`src/rtl/aes_core_arbiter_if.sv`:
```
// Requester-side and AES-core-side signal bundle for aes_core_arbiter.
// The slave modport is the arbiter's view; master is the surrounding logic
// (requester register sets plus the AES decryption core).
interface aes_core_arbiter_if;
  // requester side
  logic [1:0]   REQ_START;
  logic [127:0] REQ_KEY0;
  logic [127:0] REQ_MSG0;
  logic [127:0] REQ_KEY1;
  logic [127:0] REQ_MSG1;
  logic [1:0]   GRANT;
  logic [1:0]   REQ_DONE;
  logic [127:0] REQ_DEC;
  logic         ERR;
  // core side
  logic         AES_START;
  logic [127:0] AES_KEY;
  logic [127:0] AES_MSG_ENC;
  logic         AES_RESET;
  logic         AES_DONE;
  logic [127:0] AES_MSG_DEC;

  modport slave (
    input  REQ_START, REQ_KEY0, REQ_MSG0, REQ_KEY1, REQ_MSG1,
    input  AES_DONE, AES_MSG_DEC,
    output GRANT, REQ_DONE, REQ_DEC, ERR,
    output AES_START, AES_KEY, AES_MSG_ENC, AES_RESET
  );

  modport master (
    output REQ_START, REQ_KEY0, REQ_MSG0, REQ_KEY1, REQ_MSG1,
    output AES_DONE, AES_MSG_DEC,
    input  GRANT, REQ_DONE, REQ_DEC, ERR,
    input  AES_START, AES_KEY, AES_MSG_ENC, AES_RESET
  );
endinterface

```
`src/rtl/aes_core_arbiter.sv`:
```
// Round-robin arbiter sharing one AES decryption core between two requesters.
// Latency: grant and AES_START one cycle after the request is sampled; all outputs registered.
// Backpressure: requests wait while the core is owned; result held until the owner drops REQ_START.
// Optional watchdog abort on a hung core is enabled by defining AES_ARB_TIMEOUT_EN.
module aes_core_arbiter #(
  parameter int TIMEOUT_CYCLES = 255
) (
  input logic              CLK,
  input logic              RESET,
  aes_core_arbiter_if.slave bus
);

  typedef enum logic [1:0] {
    IDLE    = 2'd0,
    BUSY    = 2'd1,
    RELEASE = 2'd2,
    RESPOND = 2'd3
  } state_t;

  state_t       state_q, state_d;
  logic [1:0]   grant_q, grant_d;
  logic         last_q, last_d;        // 1: requester 1 was served last
  logic         aes_start_q, aes_start_d;
  logic [127:0] aes_key_q, aes_key_d;
  logic [127:0] aes_msg_q, aes_msg_d;
  logic [1:0]   req_done_q, req_done_d;
  logic [127:0] req_dec_q, req_dec_d;
  logic         pick_one;              // requester 1 wins this arbitration
  logic         owner_req;             // granted requester still holds its request

`ifdef AES_ARB_TIMEOUT_EN
  localparam int CW = $clog2(TIMEOUT_CYCLES + 1);
  logic [CW-1:0] cnt_q, cnt_d;
  logic          err_q, err_d;
  logic          aes_reset_q, aes_reset_d;
`endif

  assign owner_req = |(bus.REQ_START & grant_q);

  // Next-state and next-output computation for the arbitration FSM
  always_comb begin
    state_d     = state_q;
    grant_d     = grant_q;
    last_d      = last_q;
    aes_start_d = aes_start_q;
    aes_key_d   = aes_key_q;
    aes_msg_d   = aes_msg_q;
    req_done_d  = req_done_q;
    req_dec_d   = req_dec_q;
    pick_one    = 1'b0;
`ifdef AES_ARB_TIMEOUT_EN
    cnt_d       = cnt_q;
    err_d       = err_q;
    aes_reset_d = 1'b0;
`endif
    case (state_q)
      IDLE: begin
        if (|bus.REQ_START) begin
          // a tie goes to whoever was not served last
          pick_one    = (bus.REQ_START == 2'b10) ||
                        ((bus.REQ_START == 2'b11) && !last_q);
          grant_d     = pick_one ? 2'b10 : 2'b01;
          aes_key_d   = pick_one ? bus.REQ_KEY1 : bus.REQ_KEY0;
          aes_msg_d   = pick_one ? bus.REQ_MSG1 : bus.REQ_MSG0;
          aes_start_d = 1'b1;
          state_d     = BUSY;
`ifdef AES_ARB_TIMEOUT_EN
          cnt_d       = '0;
`endif
        end
      end
      BUSY: begin
        // a done arriving on the timeout cycle still counts as a normal result
        if (bus.AES_DONE) begin
          req_dec_d   = bus.AES_MSG_DEC;
          aes_start_d = 1'b0;
          state_d     = RELEASE;
        end
`ifdef AES_ARB_TIMEOUT_EN
        else if (cnt_q == CW'(TIMEOUT_CYCLES - 1)) begin
          req_dec_d   = '0;
          aes_start_d = 1'b0;
          aes_reset_d = 1'b1;
          err_d       = 1'b1;
          state_d     = RELEASE;
        end else begin
          cnt_d = cnt_q + CW'(1);
        end
`endif
      end
      RELEASE: begin
        // wait for the core to fall back to Halted before handing out the result
        if (!bus.AES_DONE) begin
          if (owner_req) begin
            req_done_d = grant_q;
            state_d    = RESPOND;
          end else begin
            grant_d = 2'b00;
            state_d = IDLE;
`ifdef AES_ARB_TIMEOUT_EN
            err_d   = 1'b0;
`endif
          end
        end
      end
      RESPOND: begin
        if (!owner_req) begin
          req_done_d = 2'b00;
          grant_d    = 2'b00;
          last_d     = grant_q[1];
          state_d    = IDLE;
`ifdef AES_ARB_TIMEOUT_EN
          err_d      = 1'b0;
`endif
        end
      end
      default: state_d = IDLE;
    endcase
  end

  // State and output registers with synchronous reset
  always_ff @(posedge CLK) begin
    if (RESET) begin
      state_q     <= IDLE;
      grant_q     <= 2'b00;
      last_q      <= 1'b1;
      aes_start_q <= 1'b0;
      aes_key_q   <= '0;
      aes_msg_q   <= '0;
      req_done_q  <= 2'b00;
      req_dec_q   <= '0;
`ifdef AES_ARB_TIMEOUT_EN
      cnt_q       <= '0;
      err_q       <= 1'b0;
      aes_reset_q <= 1'b0;
`endif
    end else begin
      state_q     <= state_d;
      grant_q     <= grant_d;
      last_q      <= last_d;
      aes_start_q <= aes_start_d;
      aes_key_q   <= aes_key_d;
      aes_msg_q   <= aes_msg_d;
      req_done_q  <= req_done_d;
      req_dec_q   <= req_dec_d;
`ifdef AES_ARB_TIMEOUT_EN
      cnt_q       <= cnt_d;
      err_q       <= err_d;
      aes_reset_q <= aes_reset_d;
`endif
    end
  end

  assign bus.GRANT       = grant_q;
  assign bus.REQ_DONE    = req_done_q;
  assign bus.REQ_DEC     = req_dec_q;
  assign bus.AES_START   = aes_start_q;
  assign bus.AES_KEY     = aes_key_q;
  assign bus.AES_MSG_ENC = aes_msg_q;
`ifdef AES_ARB_TIMEOUT_EN
  assign bus.ERR         = err_q;
  assign bus.AES_RESET   = aes_reset_q;
`else
  assign bus.ERR         = 1'b0;
  assign bus.AES_RESET   = 1'b0;
`endif

endmodule

```
`src/flat_wrapper.sv`:
```
// flat-port wrapper written by rule: the top's interface ports become plain ports
module aes_core_arbiter_flat 
#(
  parameter int TIMEOUT_CYCLES = 255
)
  (CLK, RESET, bus_REQ_START, bus_REQ_KEY0, bus_REQ_MSG0, bus_REQ_KEY1, bus_REQ_MSG1, bus_AES_DONE, bus_AES_MSG_DEC, bus_GRANT, bus_REQ_DONE, bus_REQ_DEC, bus_ERR, bus_AES_START, bus_AES_KEY, bus_AES_MSG_ENC, bus_AES_RESET);
  aes_core_arbiter_if bus_i ();
  input logic CLK;
  input logic RESET;
  input wire logic [$bits(bus_i.REQ_START)-1:0] bus_REQ_START;
  input wire logic [$bits(bus_i.REQ_KEY0)-1:0] bus_REQ_KEY0;
  input wire logic [$bits(bus_i.REQ_MSG0)-1:0] bus_REQ_MSG0;
  input wire logic [$bits(bus_i.REQ_KEY1)-1:0] bus_REQ_KEY1;
  input wire logic [$bits(bus_i.REQ_MSG1)-1:0] bus_REQ_MSG1;
  input wire logic [$bits(bus_i.AES_DONE)-1:0] bus_AES_DONE;
  input wire logic [$bits(bus_i.AES_MSG_DEC)-1:0] bus_AES_MSG_DEC;
  output wire logic [$bits(bus_i.GRANT)-1:0] bus_GRANT;
  output wire logic [$bits(bus_i.REQ_DONE)-1:0] bus_REQ_DONE;
  output wire logic [$bits(bus_i.REQ_DEC)-1:0] bus_REQ_DEC;
  output wire logic [$bits(bus_i.ERR)-1:0] bus_ERR;
  output wire logic [$bits(bus_i.AES_START)-1:0] bus_AES_START;
  output wire logic [$bits(bus_i.AES_KEY)-1:0] bus_AES_KEY;
  output wire logic [$bits(bus_i.AES_MSG_ENC)-1:0] bus_AES_MSG_ENC;
  output wire logic [$bits(bus_i.AES_RESET)-1:0] bus_AES_RESET;
  assign bus_i.REQ_START = bus_REQ_START;
  assign bus_i.REQ_KEY0 = bus_REQ_KEY0;
  assign bus_i.REQ_MSG0 = bus_REQ_MSG0;
  assign bus_i.REQ_KEY1 = bus_REQ_KEY1;
  assign bus_i.REQ_MSG1 = bus_REQ_MSG1;
  assign bus_i.AES_DONE = bus_AES_DONE;
  assign bus_i.AES_MSG_DEC = bus_AES_MSG_DEC;
  assign bus_GRANT = bus_i.GRANT;
  assign bus_REQ_DONE = bus_i.REQ_DONE;
  assign bus_REQ_DEC = bus_i.REQ_DEC;
  assign bus_ERR = bus_i.ERR;
  assign bus_AES_START = bus_i.AES_START;
  assign bus_AES_KEY = bus_i.AES_KEY;
  assign bus_AES_MSG_ENC = bus_i.AES_MSG_ENC;
  assign bus_AES_RESET = bus_i.AES_RESET;
  aes_core_arbiter #(.TIMEOUT_CYCLES(TIMEOUT_CYCLES)) u_core (.CLK(CLK), .RESET(RESET), .bus(bus_i));
endmodule
```
`config.mk`:
```
export PLATFORM = sky130hd
export DESIGN_NAME = aes_core_arbiter_flat
export DESIGN_NICKNAME = d
export VERILOG_FILES = /design/src/rtl/aes_core_arbiter_if.sv /design/src/rtl/aes_core_arbiter.sv /design/src/flat_wrapper.sv
export SDC_FILE = /design/constraint.sdc
export NUM_CORES = 1
export LEC_CHECK = 0
export BUFFER_PORTS_ARGS = -buffer_cell sky130_fd_sc_hd__buf_2
export CORE_AREA = 3 3 397 399
export CTS_BUF_LIST = sky130_fd_sc_hd__clkbuf_2
export DETAILED_ROUTE_END_ITERATION = 6
export DIE_AREA = 0 0 400 402
export HOLD_SLACK_MARGIN = 0.08
export SETUP_SLACK_MARGIN = 0.02
export SLEW_MARGIN = 20
export SYNTH_ARGS = -nofsm -noshare
export SYNTH_HDL_FRONTEND = slang
export SYNTH_SLANG_ARGS = --single-unit
```
`constraint.sdc`:
```
create_clock -name CLK -period 2.1 [get_ports CLK]
set_clock_uncertainty 0.2 [all_clocks]
set_input_delay 0 -clock CLK [delete_from_list [all_inputs] [get_ports CLK]]
set_output_delay 0 -clock CLK [all_outputs]
set_load 0.02 [all_outputs]
```
==> results of run 1 <==
-- cells in the mapped netlist (2+ instances only) --
cell type,instances,area [um2]
sky130_fd_sc_hd__dfxtp_1,392,7850
sky130_fd_sc_hd__nor3_1,254,1270
sky130_fd_sc_hd__a2111oi_0,149,1310
sky130_fd_sc_hd__and3b_1,2,17.5
sky130_fd_sc_hd__nand4b_1,2,17.5
sky130_fd_sc_hd__o21ai_0,5,25.0
sky130_fd_sc_hd__inv_1,254,953
sky130_fd_sc_hd__nor2_1,3,11.3
sky130_fd_sc_hd__buf_6,11,124
sky130_fd_sc_hd__a21oi_1,385,1930
sky130_fd_sc_hd__a31oi_1,3,18.8
sky130_fd_sc_hd__nand3_1,3,15.0
sky130_fd_sc_hd__nand2b_1,2,12.5
sky130_fd_sc_hd__clkbuf_1,112,420
sky130_fd_sc_hd__a22oi_1,2,15.0
sky130_fd_sc_hd__buf_4,18,135
sky130_fd_sc_hd__buf_2,71,355
sky130_fd_sc_hd__a2111oi_2,9,135
sky130_fd_sc_hd__a21boi_0,2,15.0
sky130_fd_sc_hd__buf_1,7,26.3
sky130_fd_sc_hd__nand2_1,258,968
sky130_fd_sc_hd__a2111oi_1,96,961
sky130_fd_sc_hd__nand4_1,2,12.5
sky130_fd_sc_hd__a311oi_1,2,17.5
-- stage by stage --
step	area [um2]	cells	utilization (%)	setup TNS [ps]
floorplan	16700	2061	-	0
global placement	25000	5065	16.2	0
detailed placement	25000	5065	16.2	-52.2
-- cell families after synthesis --
kind of cell / after synthesis / share of synthesized area [%]
AOI/OAI and AO/OA: 657 / 26.6
muxes: 1 / 0.0673
and+or+nand+nor: 536 / 14.4
buffers and inverters: 473 / 12.0
other: 1 / 0.0224
DFF: 392 / 46.9
==> impl_summary.txt, run 1 <==
----------------------------------------------------
[Die]
  Die outline width ... 400 um
  Core Rows ... 144
  Num ports ... 1036
  Die outline height ... 402 um
  Initial Utilization ... 10.9%

[Logic synthesis]
  Number of enable-type register cells in the synthesized netlist ... 0
  Count of synthesis-stage warnings from yosys ... 0
  Syn avg cell area ... 8.12 um2
  Ys async rst share ... 0%
  Part of the Yosys area used for sequential elements ... 46.9%
  Number of flip-flops and latches in the synthesized netlist ... 392
  Summed instance area of the synthesized netlist ... 16700 um2
  Number of distinct library cell variants in the gate-level netlist after synthesis ... 40
  Count of mapped cells out of synthesis ... 2060
  Primary flip-flop cell chosen by synthesis mapping ... sky130_fd_sc_hd__dfxtp_1

[Clock network]
  Hold-fix buffers at CTS ... 1063
  Clock root cell ... sky130_fd_sc_hd__clkbuf_2
  Worst-case clock buffer depth ... 3
  Post-CTS Setup Repair Bufs ... 55
  Number of gates given a new drive strength after cts ... 1244
  Clock sinks ... 392
  Deepest level of the CTS H-tree ... 3
  Number of CTS-inserted buffers ... 111

[Run status]
  Result of the run ... aborted with a tool error
  First error ... [ERROR RSZ-0060] Max buffer count reached.
  Failed at ... clock tree synthesis

[Placed design]
  Number of I/O port buffers ... 1033
  RePlAce Congestion ... 0.906
  Detailed placement HPWL ... 90700 um
  Pre-CTS setup slack ... -25.0 ps

----------------------------------------------------
==> run 2, diff against run 1 <==
- CORE_AREA: 3 3 397 399 -> 3 3 408 410
- CTS_BUF_LIST: sky130_fd_sc_hd__clkbuf_2 -> unset
- DIE_AREA: 0 0 400 402 -> 0 0 411 413
- HOLD_SLACK_MARGIN: 0.08 -> unset
- PLACE_DENSITY_LB_ADDON: unset -> 0.15
- SETUP_SLACK_MARGIN: 0.02 -> unset
==> run 2 against run 1 <==
Net effect:
- synthesized cell count unchanged
- the run now ends clean
- area after synthesis unchanged
==> impl_summary.txt, run 2 <==
----------------------------------------------------
[Run status]
  Result of the run ... finished, final reports clean

[Clock network]
  Source-to-sink clock delay at the later pin of the worst-skew pair ... 660 ps
  Worst-case clock buffer depth ... 3 (unchanged)
  Post-CTS Setup Repair Bufs ... 0 (-100%)
  Number of CTS-inserted buffers ... 56 (-50%)
  Clock-pin slew on the worst setup and hold paths ... 60 ps
  Clock tree from TritonCTS ... yes
  Deepest level of the CTS H-tree ... 2 (-1)
  Clock root cell ... sky130_fd_sc_hd__clkbuf_16
  Clock sinks ... 392 (unchanged)

[Logic synthesis]
  Number of distinct library cell variants in the gate-level netlist after synthesis ... 40 (unchanged)
  Primary flip-flop cell chosen by synthesis mapping ... sky130_fd_sc_hd__dfxtp_1
  Syn avg cell area ... 8.12 um2 (unchanged)
  Ys async rst share ... 0% (unchanged)
  Summed instance area of the synthesized netlist ... 16700 um2 (unchanged)
  Share of synthesized cell area in full adder, half adder and majority cells ... 0% (unchanged)
  Number of flip-flops and latches in the synthesized netlist ... 392 (unchanged)
  Post-synth top area cell ... sky130_fd_sc_hd__dfxtp_1
  Number of enable-type register cells in the synthesized netlist ... 0 (unchanged)
  Area fraction of the dominant cell type after synthesis ... 46.9% (unchanged)
  Part of the Yosys area used for sequential elements ... 46.9% (unchanged)
  Top cells by area in the synthesized netlist ... sky130_fd_sc_hd__dfxtp_1 47%, sky130_fd_sc_hd__a21oi_1 12%, sky130_fd_sc_hd__a2111oi_0 7.8%
  Multiplexer fraction of the synthesized cell area ... 0.0673% (unchanged)
  Main combinational cell family by area after synthesis ... compound AO/OA/AOI/OAI gates
  Basic-gate share of the synthesized area counting and, or, nand and nor cells ... 14.4% (unchanged)
  Most frequently used cell type in the post-synthesis netlist ... sky130_fd_sc_hd__dfxtp_1
  Count of synthesis-stage warnings from yosys ... 0 (unchanged)
  Leading post-synthesis cells by instance count ... 392 x sky130_fd_sc_hd__dfxtp_1, 385 x sky130_fd_sc_hd__a21oi_1, 258 x sky130_fd_sc_hd__nand2_1, 254 x sky130_fd_sc_hd__inv_1, 254 x sky130_fd_sc_hd__nor3_1
  Fraction of synthesized cell area in xor and xnor cells ... 0% (unchanged)
  Count of mapped cells out of synthesis ... 2060 (unchanged)
  Synth Area in Compound Gates ... 26.6% (unchanged)

[Detailed routing]
  Total routed wirelength ... 116000 um
  Remaining number of nets flagged by the antenna check after routing ... 0
  DR pass1 iterations ... 5
  Violation count after the first detailed-routing iteration ... 1053
  Via density per instance ... 3.69
  Number of vias in the routed layout ... 23300
  Remaining routing DRC violations ... 0
  Average wire per cell in the routed design ... 18.4 um

[Cells and area]
  Layout Utilization ... 23.0%
  Net total in the final layout ... 4739
  Fraction of final layout cells with drive strength greater than 1 ... 30.6%
  Fill cell count ... 18100
  Most frequent cells in the layout ... 1032 x sky130_fd_sc_hd__buf_2, 1028 x sky130_fd_sc_hd__dlygate4sd3_1, 392 x sky130_fd_sc_hd__dfxtp_1, 385 x sky130_fd_sc_hd__a21oi_1, 258 x sky130_fd_sc_hd__nand2_1
  Post-route cell area ... 37400 um2
  Synth-to-Final Area Change ... 123%
  Most common library cell in the layout ignoring fill and taps ... sky130_fd_sc_hd__buf_2

[Placed design]
  Detailed placement HPWL ... 85400 um (-5.9%)
  Number of I/O port buffers ... 1033 (unchanged)
  RePlAce Congestion ... 0.785 (-13%)
  Placement Cell Area ... 25100 um2 (+0.72%)

[Global route]
  Number of global-route vias before repair ... 25200
  Total grt overflow ... 0
  Antenna violations before repair ... 19
  Global-route wire length before repair ... 166000 um
  Pin count of the biggest net entering global routing ... 117
  Global-route usage over all layers ... 12.9%

[Critical path]
  Arr. time, crit path ... 2410 ps
  CP Data Required Time ... 2440 ps
  Worst setup SP type ... flip-flop
  Maximum net fanout on the critical path ... 117
  Crit path capture type ... flip-flop
  CP Class ... flip-flop to flip-flop

[STA]
  RSZ-0062 raised after global routing ... true
  Setup-violating endpoint count in the final report ... 0
  Portion of the clock cycle consumed by the worst path in the final layout ... 98.5%
  Final period demand of the worst path ... 2070 ps
  Maximum clock frequency ... 0.483 GHz
  Setup Total Neg Slack ... 0 ps
  WHS ... 70.4 ps
  Endpoints failing hold ... 0
  Transition time at the pin with the least slew margin ... 757 ps
  Final count of pins violating max slew ... 0
  Worst rel slew slack ... 49.5%

[Die]
  Area of the die ... 170000 um2
  Initial Utilization ... 10.3% (-0.57 points)
  Die outline width ... 411 um (+2.8%)
  Num ports ... 1036 (unchanged)
  Die outline height ... 413 um (+2.7%)
  Core Rows ... 148 (+2.8%)
  Core Box Area ... 163000 um2

[Power]
  Static Leakage ... 16.5 nW
  Max VDD drop ... 0.594 mV
  Overall Power ... 0.0261 W
  Pwr/cell area ... 698 nW/um2

[Hold path]
  Hold crit path type ... primary input to flip-flop

[Job]
  Max-cap viol count ... 0

----------------------------------------------------
## run 2: path summary, 6_finish.rpt
check | startpoint | slack, ps | cells past startpoint | endpoint
max | u_core.last_q | 30 | 4 | u_core.bus.AES_MSG_ENC[112]
min | bus_REQ_KEY0[105] | 70 | 4 | u_core.bus.AES_KEY[105]
max reg2reg | u_core.last_q | 30 | 4 | u_core.bus.AES_MSG_ENC[112]
min reg2reg | u_core.bus.REQ_DEC[98] | 250 | 2 | u_core.bus.REQ_DEC[98]
## run 2: cell families after synthesis
| family | Yosys count |
|---|---|
| AOI/OAI and AO/OA | 657 |
| and+or+nand+nor | 536 |
| buffers and inverters | 473 |
| DFF | 392 |
| muxes | 1 |
| other | 1 |
## run 2: where the power goes
group	internal, W	switching [W]	total [W]
Sequential	0.00823	0.000457	0.00869
Combinational	0.00338	0.00412	0.00750
Clock	0.00582	0.00408	0.00989
## run 2: repair_timing
action,4_1_cts,5_1_grt
resized for setup,1,20
hold buffers,1028,0
endpoints found under the setup margin,1,43
hold endpoints to repair,392,0
## run 2: through the flow
step | worst slack [ps] | cells
floorplan | 379 | 2061
global placement | -10.9 | 5183
detailed placement | -2.02 | 5183
CTS | 37.5 | 6314
global route | -30.1 | 6324
finish | 31.3 | 6326
## run 2: layout make-up
cell class	instances	area [um2]	area share, %
Tap cell	2175	2720	7.28
Multi-Input combinational cell	1196	6930	18.5
Sequential cell	392	7850	21.0
Antenna cell	12	30.0	0.0803
Clock buffer	88	1620	4.34
Clock inverter	15	264	0.706
Inverter	254	953	2.55
Timing Repair Buffer	2194	17000	45.5
## run 2: critical path: stages, from the launching register on
cell and delay (ps):
sky130_fd_sc_hd__dfxtp_1 330, sky130_fd_sc_hd__nand2b_2 190, sky130_fd_sc_hd__and3_4 210, sky130_fd_sc_hd__buf_16 240, sky130_fd_sc_hd__a2111oi_1 560
## run 2: per-layer routing
layer  routed length [um]  global-route usage (%)  vias to the layer above
met2                56200                    22.6                      810
met5                   40                       0                        -
met4                 3460                    4.10                        6
li1                     -                       -                    11400
met3                 8170                    3.55                      170
met1                48400                    15.2                    11000
No activity file was read; power rests on OpenSTA's default activity.
==> run 3, diff against run 2 <==
- CORE_AREA: 3 3 408 410 -> 3 3 404 406
- DIE_AREA: 0 0 411 413 -> 0 0 407 409
==> run 3 against run 2 <==
Net effect:
- sequential share of layout area increased by 0.13 points
- clock power hardly changed
- final cell count fell by 0.62%
- fmax rose by 2.0%
- sequential power hardly changed
- via count about the same
- non-clock buffer count is 22 lower
- wire length up 0.78%
- first-iteration DRC count fell by 15%
- critical path depth is 1 higher
- critical endpoint is now u_core.bus.AES_MSG_ENC[127]
- largest cell class unchanged
- largest power group unchanged
==> impl_summary.txt, run 3 (synthesis results as in run 2) <==
----------------------------------------------------
[Run status]
  Result of the run ... finished, final reports clean

[STA]
  Maximum clock frequency ... 0.493 GHz (+2.0%)
  Final count of pins violating max slew ... 0 (unchanged)
  Final period demand of the worst path ... 2030 ps (-41.0 ps)
  Endpoints failing hold ... 0 (unchanged)
  Transition time at the pin with the least slew margin ... 476 ps (-281 ps)
  Setup-violating endpoint count in the final report ... 0 (unchanged)
  RSZ-0062 raised after global routing ... false
  Portion of the clock cycle consumed by the worst path in the final layout ... 96.6% (-2.0 points)
  Worst rel slew slack ... 67.4% (+18 points)
  Setup Total Neg Slack ... 0 ps (unchanged)
  Final worst-path setup slack ... 72.3 ps (+41.0 ps)

[Global route]
  Global-route usage over all layers ... 13.4% (+0.52 points)
  Antenna violations before repair ... 25 (+6)
  Global-route wire length before repair ... 169000 um (+1.5%)
  Number of global-route vias before repair ... 24900 (-1.2%)
  Total grt overflow ... 0 (unchanged)
  Pin count of the biggest net entering global routing ... 72 (-38%)

[Detailed routing]
  Total routed wirelength ... 117000 um (+0.78%)
  DR pass1 iterations ... 5 (unchanged)
  Via density per instance ... 3.72 (+0.69%)
  Violation count after the first detailed-routing iteration ... 898 (-15%)
  Remaining routing DRC violations ... 0 (unchanged)
  Number of vias in the routed layout ... 23400 (+0.069%)
  Remaining number of nets flagged by the antenna check after routing ... 0 (unchanged)
  Average wire per cell in the routed design ... 18.6 um (+1.4%)

[Die]
  Core Rows ... 147 (-0.68%)
  Num ports ... 1036 (unchanged)
  Die outline width ... 407 um (-0.97%)
  Area of the die ... 166000 um2 (-1.9%)
  Core Box Area ... 160000 um2 (-1.6%)
  Die outline height ... 409 um (-0.97%)
  Initial Utilization ... 10.4% (+0.17 points)

[Power]
  Clock network fraction of total power ... 38.6% (+0.7 points)
  Cell Int Power ... 0.0176 W (+1.2%)
  Max VDD drop ... 0.533 mV (-10%)
  Logic gate share of total power ... 28.3% (-0.5 points)
  Part of the total power dissipated in sequential elements ... 33.2% (about the same)
  Switching part of the total ... 32.9% (-0.33 points)
  Pwr/cell area ... 707 nW/um2 (+1.3%)
  Overall Power ... 0.0263 W (+0.72%)
  P_sw ... 0.00863 W (-0.27%)
  Static Leakage ... 16.4 nW (-0.60%)

[Critical path]
  CP Data Required Time ... 2470 ps (+30 ps)
  CP Class ... flip-flop to flip-flop
  Worst setup SP type ... flip-flop
  Crit path capture type ... flip-flop
  Startpoint of the worst register-to-register path ... u_core.state_q[1]
  Setup slack of the most critical reg-to-reg path ... 70 ps (+40 ps)
  Critical R2R Capture ... u_core.bus.AES_MSG_ENC[127]
  Maximum net fanout on the critical path ... 67 (-43%)
  Arr. time, crit path ... 2400 ps (about the same)
  Cell depth of the worst flop-to-flop path ... 5 (+1)

[Hold path]
  Min-Delay Path Depth ... 4 (unchanged)
  Hold crit path type ... primary input to flip-flop
  Sink of the worst hold path ... u_core.bus.AES_MSG_ENC[59]
  Worst Hold Launch ... bus_REQ_MSG0[59]

[Clock network]
  Source-to-sink clock delay at the later pin of the worst-skew pair ... 630 ps (-30 ps)
  Number of CTS-inserted buffers ... 58 (+3.6%)
  Clock tree from TritonCTS ... yes
  Worst-case clock buffer depth ... 3 (unchanged)
  Deepest level of the CTS H-tree ... 2 (unchanged)
  Clock root cell ... sky130_fd_sc_hd__clkbuf_16
  Clock-pin slew on the worst setup and hold paths ... 60 ps (about the same)
  Clock sinks ... 392 (unchanged)

[Cells and area]
  Net total in the final layout ... 4719 (-0.42%)
  Synth-to-Final Area Change ... 122%
  Fill cell count ... 17900 (-1.5%)
  Most common library cell in the layout ignoring fill and taps ... sky130_fd_sc_hd__buf_2
  Fraction of final layout cells with drive strength greater than 1 ... 30.3% (-0.32 points)
  Most frequent cells in the layout ... 1032 x sky130_fd_sc_hd__buf_2, 1030 x sky130_fd_sc_hd__dlygate4sd3_1, 392 x sky130_fd_sc_hd__dfxtp_1, 385 x sky130_fd_sc_hd__a21oi_1, 258 x sky130_fd_sc_hd__nand2_1

[Placed design]
  Number of I/O port buffers ... 1033 (unchanged)
  RePlAce Congestion ... 0.810 (+3.1%)
  Pre-CTS setup slack ... 122 ps (+124 ps)
  Detailed placement HPWL ... 86100 um (+0.87%)

[Job]
  Max-cap viol count ... 0 (unchanged)

----------------------------------------------------
run 3: cell types whose count changed in the layout (fill, tap and decap cells not counted), moves of 3 or more:
cell / change
sky130_fd_sc_hd__a2111oi_0: +10
sky130_fd_sc_hd__clkbuf_16: +3
sky130_fd_sc_hd__clkbuf_8: +3
sky130_fd_sc_hd__clkbuf_1: -5
sky130_fd_sc_hd__a2111oi_1: -7
sky130_fd_sc_hd__clkinv_2: +3
sky130_fd_sc_hd__diode_2: -5
sky130_fd_sc_hd__clkinv_16: -3
sky130_fd_sc_hd__buf_4: -21
sky130_fd_sc_hd__a2111oi_2: -3
run 3: critical path, stage by stage, from the launching register on:
cell and delay [ps]:
sky130_fd_sc_hd__dfxtp_1 330, sky130_fd_sc_hd__nor2_4 150, sky130_fd_sc_hd__buf_12 260, sky130_fd_sc_hd__nand3_1 130, sky130_fd_sc_hd__dlygate4sd3_1 580, sky130_fd_sc_hd__a31oi_1 160
run 3: power groups by stage:
stage,Combinational [W],Sequential (W),Clock [W]
3_5_place_dp,0.00595,0.00885,0
5_1_grt,0.00805,0.00879,0.0109
3_3_place_gp,0.00598,0.00886,0
6_report,0.00742,0.00871,0.0101
2_1_floorplan,0.00210,0.00971,0
4_1_cts,0.00754,0.00870,0.0106
run 3: worst max path at each step:
stage                                             end  cells past startpoint               from
after CTS                 u_core.bus.AES_MSG_ENC[127]                      6      u_core.last_q
after global routing      u_core.bus.AES_MSG_ENC[127]                      5  u_core.state_q[1]
after floorplan           u_core.bus.AES_MSG_ENC[117]                      6      u_core.last_q
final                     u_core.bus.AES_MSG_ENC[127]                      5  u_core.state_q[1]
after detailed placement       u_core.bus.AES_KEY[93]                      6      u_core.last_q
after global placement         u_core.bus.AES_KEY[91]                      6      u_core.last_q
run 3: timing repair:
action,in CTS,in global routing
hold endpoints to repair,392,0
setup endpoints to repair,0,8
buffers inserted,0,0
hold buffers,1030,0
gates resized for setup,0,8
run 3: layout make-up:
type                    count  area, um2  area share (%)
well taps                2160       2700            7.27
repair buffers           2172      16800            45.2
diodes                      7       17.5          0.0471
flip-flops and latches    392       7850            21.1
clock inverters            17        206           0.556
clock buffers              89       1720            4.63
inverters                 254        953            2.57
multi-input cells        1196       6910            18.6
run 3: through the flow:
step | hold WS [ps] | cells | instance area [um2] | util [%]
6_report | 57.0 | 6287 | 37200 | 23.2
5_1_grt | 51.7 | 6286 | 37200 | 23.2
4_1_cts | 2.41 | 6280 | 37100 | 23.2
3_5_place_dp | 45.6 | 5144 | 24900 | 15.5
3_3_place_gp | 41.8 | 5144 | 24900 | 15.5
2_1_floorplan | -64.0 | 2061 | 16700 | -
run 3: layer usage:
metal	GRT usage [%]	vias up	wire, um
met2	23.9	824	57700
met5	0	-	36
met4	3.76	6	2950
met3	3.82	164	9150
met1	15.5	11000	47400
li1	-	11300	-
==> run 4, diff against run 3 <==
- CTS_BUF_LIST: unset -> sky130_fd_sc_hd__clkbuf_16
- PLACE_DENSITY: unset -> 0.3
- PLACE_DENSITY_LB_ADDON: 0.15 -> unset
==> run 4 against run 3 <==
Net effect:
- non-clock buffer count grew 9
- flip-flop and latch count did not move
- count of clock-buffer cells in the layout shrank 33
- total power is 2.6% lower
- largest cell class unchanged
==> impl_summary.txt, run 4 (synthesis results as in run 2) <==
----------------------------------------------------
[Global route]
  Global-route wire length before repair ... 168000 um (-0.36%)
  Met2 routing resource usage after global routing ... 23.5% (-0.39 points)
  Number of global-route vias before repair ... 25200 (+1.2%)
  Met1 Track Usage GR ... 15.5% (-0.048 points)
  Pin count of the biggest net entering global routing ... 98 (+36%)
  Antenna violations before repair ... 19 (-24%)
  Global-route usage over all layers ... 13.5% (+0.080 points)
  Met3 layer usage reported by global route ... 3.83% (+0.012 points)
  Total grt overflow ... 0 (unchanged)
  Top Usage Layer GRT ... met2

[Detailed routing]
  Number of vias in the routed layout ... 23400 (+0.12%)
  Average wire per cell in the routed design ... 18.7 um (+0.40%)
  Remaining routing DRC violations ... 0 (unchanged)
  Total routed wirelength ... 118000 um (+0.62%)
  DR pass1 iterations ... 5 (unchanged)
  Violation count after the first detailed-routing iteration ... 1040 (+16%)
  Remaining number of nets flagged by the antenna check after routing ... 0 (unchanged)
  Via density per instance ... 3.71 (-0.11%)

[Critical path]
  Startpoint of the most critical setup path ... u_core.last_q
  Critical path's top delay family ... compound AO/OA/AOI/OAI gates
  Maximum net fanout on the critical path ... 97 (+45%)
  Capturing instance or port of the critical path ... u_core.bus.AES_KEY[125]
  Critical R2R Capture ... u_core.bus.AES_KEY[125]
  Cell depth of the worst flop-to-flop path ... 4 (-1)
  CP Class ... flip-flop to flip-flop
  Crit path capture type ... flip-flop
  Maximum single-stage delay on the critical path ... 560 ps (-20 ps)
  Chain of cells forming the critical path ... nand2b_2 > and3_4 > buf_12 > a2111oi_0
  Slowest stage cell on the critical path ... sky130_fd_sc_hd__a2111oi_0
  Arr. time, crit path ... 2360 ps (-40 ps)
  Worst setup SP type ... flip-flop
  Setup slack of the most critical reg-to-reg path ... 60 ps (about the same)
  CP Data Required Time ... 2430 ps (-40 ps)
  Buffers & Inverters on Critical Path ... 1 (-1)
  Startpoint of the worst register-to-register path ... u_core.last_q
  Stages on the worst setup path ... 4 (-1)

[STA]
  Portion of the clock cycle consumed by the worst path in the final layout ... 97.0% (+0.44 points)
  Setup-violating endpoint count in the final report ... 0 (unchanged)
  Transition time at the pin with the least slew margin ... 672 ps (+196 ps)
  Setup Total Neg Slack ... 0 ps (unchanged)
  Endpoints failing hold ... 0 (unchanged)
  RSZ-0062 raised after global routing ... false
  Final period demand of the worst path ... 2040 ps (+9.25 ps)
  Final count of pins violating max slew ... 0 (unchanged)
  Maximum clock frequency ... 0.491 GHz (-0.45%)
  Worst rel slew slack ... 55.2% (-12 points)

[Die]
  Core Box Area ... 160000 um2 (unchanged)
  Core Rows ... 147 (unchanged)
  Area of the die ... 166000 um2 (unchanged)
  Die outline width ... 407 um (unchanged)
  Initial Utilization ... 10.4% (unchanged)
  Die outline height ... 409 um (unchanged)
  Num ports ... 1036 (unchanged)

[Placed design]
  Total placed cells including tap cells ... 5160 (+0.31%)
  Detailed placement HPWL ... 86000 um (-0.18%)
  Placement Cell Area ... 25000 um2 (+0.53%)
  Number of I/O port buffers ... 1033 (unchanged)
  RePlAce Congestion ... 0.820 (+1.3%)

[Power]
  Max VDD drop ... 0.583 mV (+9.3%)
  Switching part of the total ... 34.2% (+1.4 points)
  Logic gate share of total power ... 29.2% (+0.9 points)
  Part of the total power dissipated in sequential elements ... 34.0% (+0.8 points)
  Cell Int Power ... 0.0168 W (-4.6%)
  Clock network fraction of total power ... 36.7% (-1.9 points)
  Pwr/cell area ... 689 nW/um2 (-2.6%)
  Static Leakage ... 16.4 nW (+0.21%)
  Overall Power ... 0.0256 W (-2.6%)
  P_sw ... 0.00876 W (+1.5%)

[Cells and area]
  Net total in the final layout ... 4726 (+0.15%)
  Post-route cell area ... 37100 um2 (about the same)
  Most common library cell in the layout ignoring fill and taps ... sky130_fd_sc_hd__buf_2
  Synth-to-Final Area Change ... 122% (about the same)
  Most frequent cells in the layout ... 1032 x sky130_fd_sc_hd__buf_2, 1023 x sky130_fd_sc_hd__dlygate4sd3_1, 392 x sky130_fd_sc_hd__dfxtp_1, 385 x sky130_fd_sc_hd__a21oi_1, 267 x sky130_fd_sc_hd__inv_1
  Number of cells in the finished layout apart from fillers ... 6301 (+0.22%)
  Layout Utilization ... 23.2% (about the same)
  Fraction of final layout cells with drive strength greater than 1 ... 30.4% (+0.13 points)

[Clock network]
  Clock root cell ... sky130_fd_sc_hd__clkbuf_16
  Number of CTS-inserted buffers ... 56 (-3.4%)
  Worst-case clock buffer depth ... 3 (unchanged)
  Clock sinks ... 392 (unchanged)
  Post-CTS Setup Repair Bufs ... 0 (unchanged)
  Deepest level of the CTS H-tree ... 2 (unchanged)
  Source-to-sink clock delay at the later pin of the worst-skew pair ... 660 ps (+30 ps)
  Clock tree from TritonCTS ... yes
  Clock-pin slew on the worst setup and hold paths ... 60 ps (about the same)

[Run status]
  Result of the run ... finished, final reports clean

[Hold path]
  Hold crit path type ... primary input to flip-flop

[Job]
  Max-cap viol count ... 0 (unchanged)

----------------------------------------------------
-- run 4: cell type report --
| class | instances | area, um2 |
|---|---|---|
| clock buffers | 56 | 1400 |
| flip-flops and latches | 392 | 7850 |
| diodes | 12 | 30.0 |
| well taps | 2160 | 2700 |
| multi-input cells | 1196 | 6940 |
| repair buffers | 2181 | 16900 |
| inverters | 254 | 953 |
| clock inverters | 50 | 362 |
| fillers | 17800 | 123000 |
-- run 4: power by group through the flow --
stage	sequential [W]	combinational, W	clock [W]
4_1_cts	0.00870	0.00757	0.00993
2_1_floorplan	0.00971	0.00210	0
6_report	0.00871	0.00748	0.00939
3_5_place_dp	0.00885	0.00601	0
5_1_grt	0.00879	0.00814	0.0101
3_3_place_gp	0.00886	0.00602	0
-- run 4: worst min-delay path by stage --
stage	start	end	slack, ps	depth (start not counted)
after floorplan	bus_AES_MSG_DEC[0]	u_core.bus.REQ_DEC[0]	-60	2
after CTS	bus_AES_MSG_DEC[80]	u_core.bus.REQ_DEC[80]	0.1	4
after global routing	bus_REQ_MSG0[53]	u_core.bus.AES_MSG_ENC[53]	50	4
after global placement	bus_AES_MSG_DEC[25]	u_core.bus.REQ_DEC[25]	40	3
final	bus_REQ_KEY0[58]	u_core.bus.AES_KEY[58]	60	4
after detailed placement	bus_AES_MSG_DEC[124]	u_core.bus.REQ_DEC[124]	40	3
-- run 4: stage by stage --
| step | worst slack, ps | hold WS (ps) |
|---|---|---|
| 2_1_floorplan | 379 | -64.0 |
| 3_3_place_gp | -79.4 | 41.7 |
| 6_report | 63.1 | 61.0 |
| 5_1_grt | 1.72 | 47.5 |
| 3_5_place_dp | -76.8 | 44.6 |
| 4_1_cts | 15.0 | 0.0992 |
-- run 4: what timing repair did --
item | 4_1_cts | 5_1_grt
hold endpoints to repair | 392 | 0
hold buffers | 1023 | 0
endpoints found under the setup margin | 2 | 30
resized for setup | 2 | 25
-- run 4: layer usage --
layer | routed length (um) | vias up
li1 | - | 11400
met1 | 47500 | 11000
met2 | 56900 | 821
met3 | 8920 | 187
met4 | 4620 | 6
met5 | 34 | -
-- run 4: worst min-delay path, cell delays in order --
cell and delay (ps):
sky130_fd_sc_hd__dlygate4sd3_1 550, sky130_fd_sc_hd__buf_2 130, sky130_fd_sc_hd__inv_1 80, sky130_fd_sc_hd__a2111oi_0 90
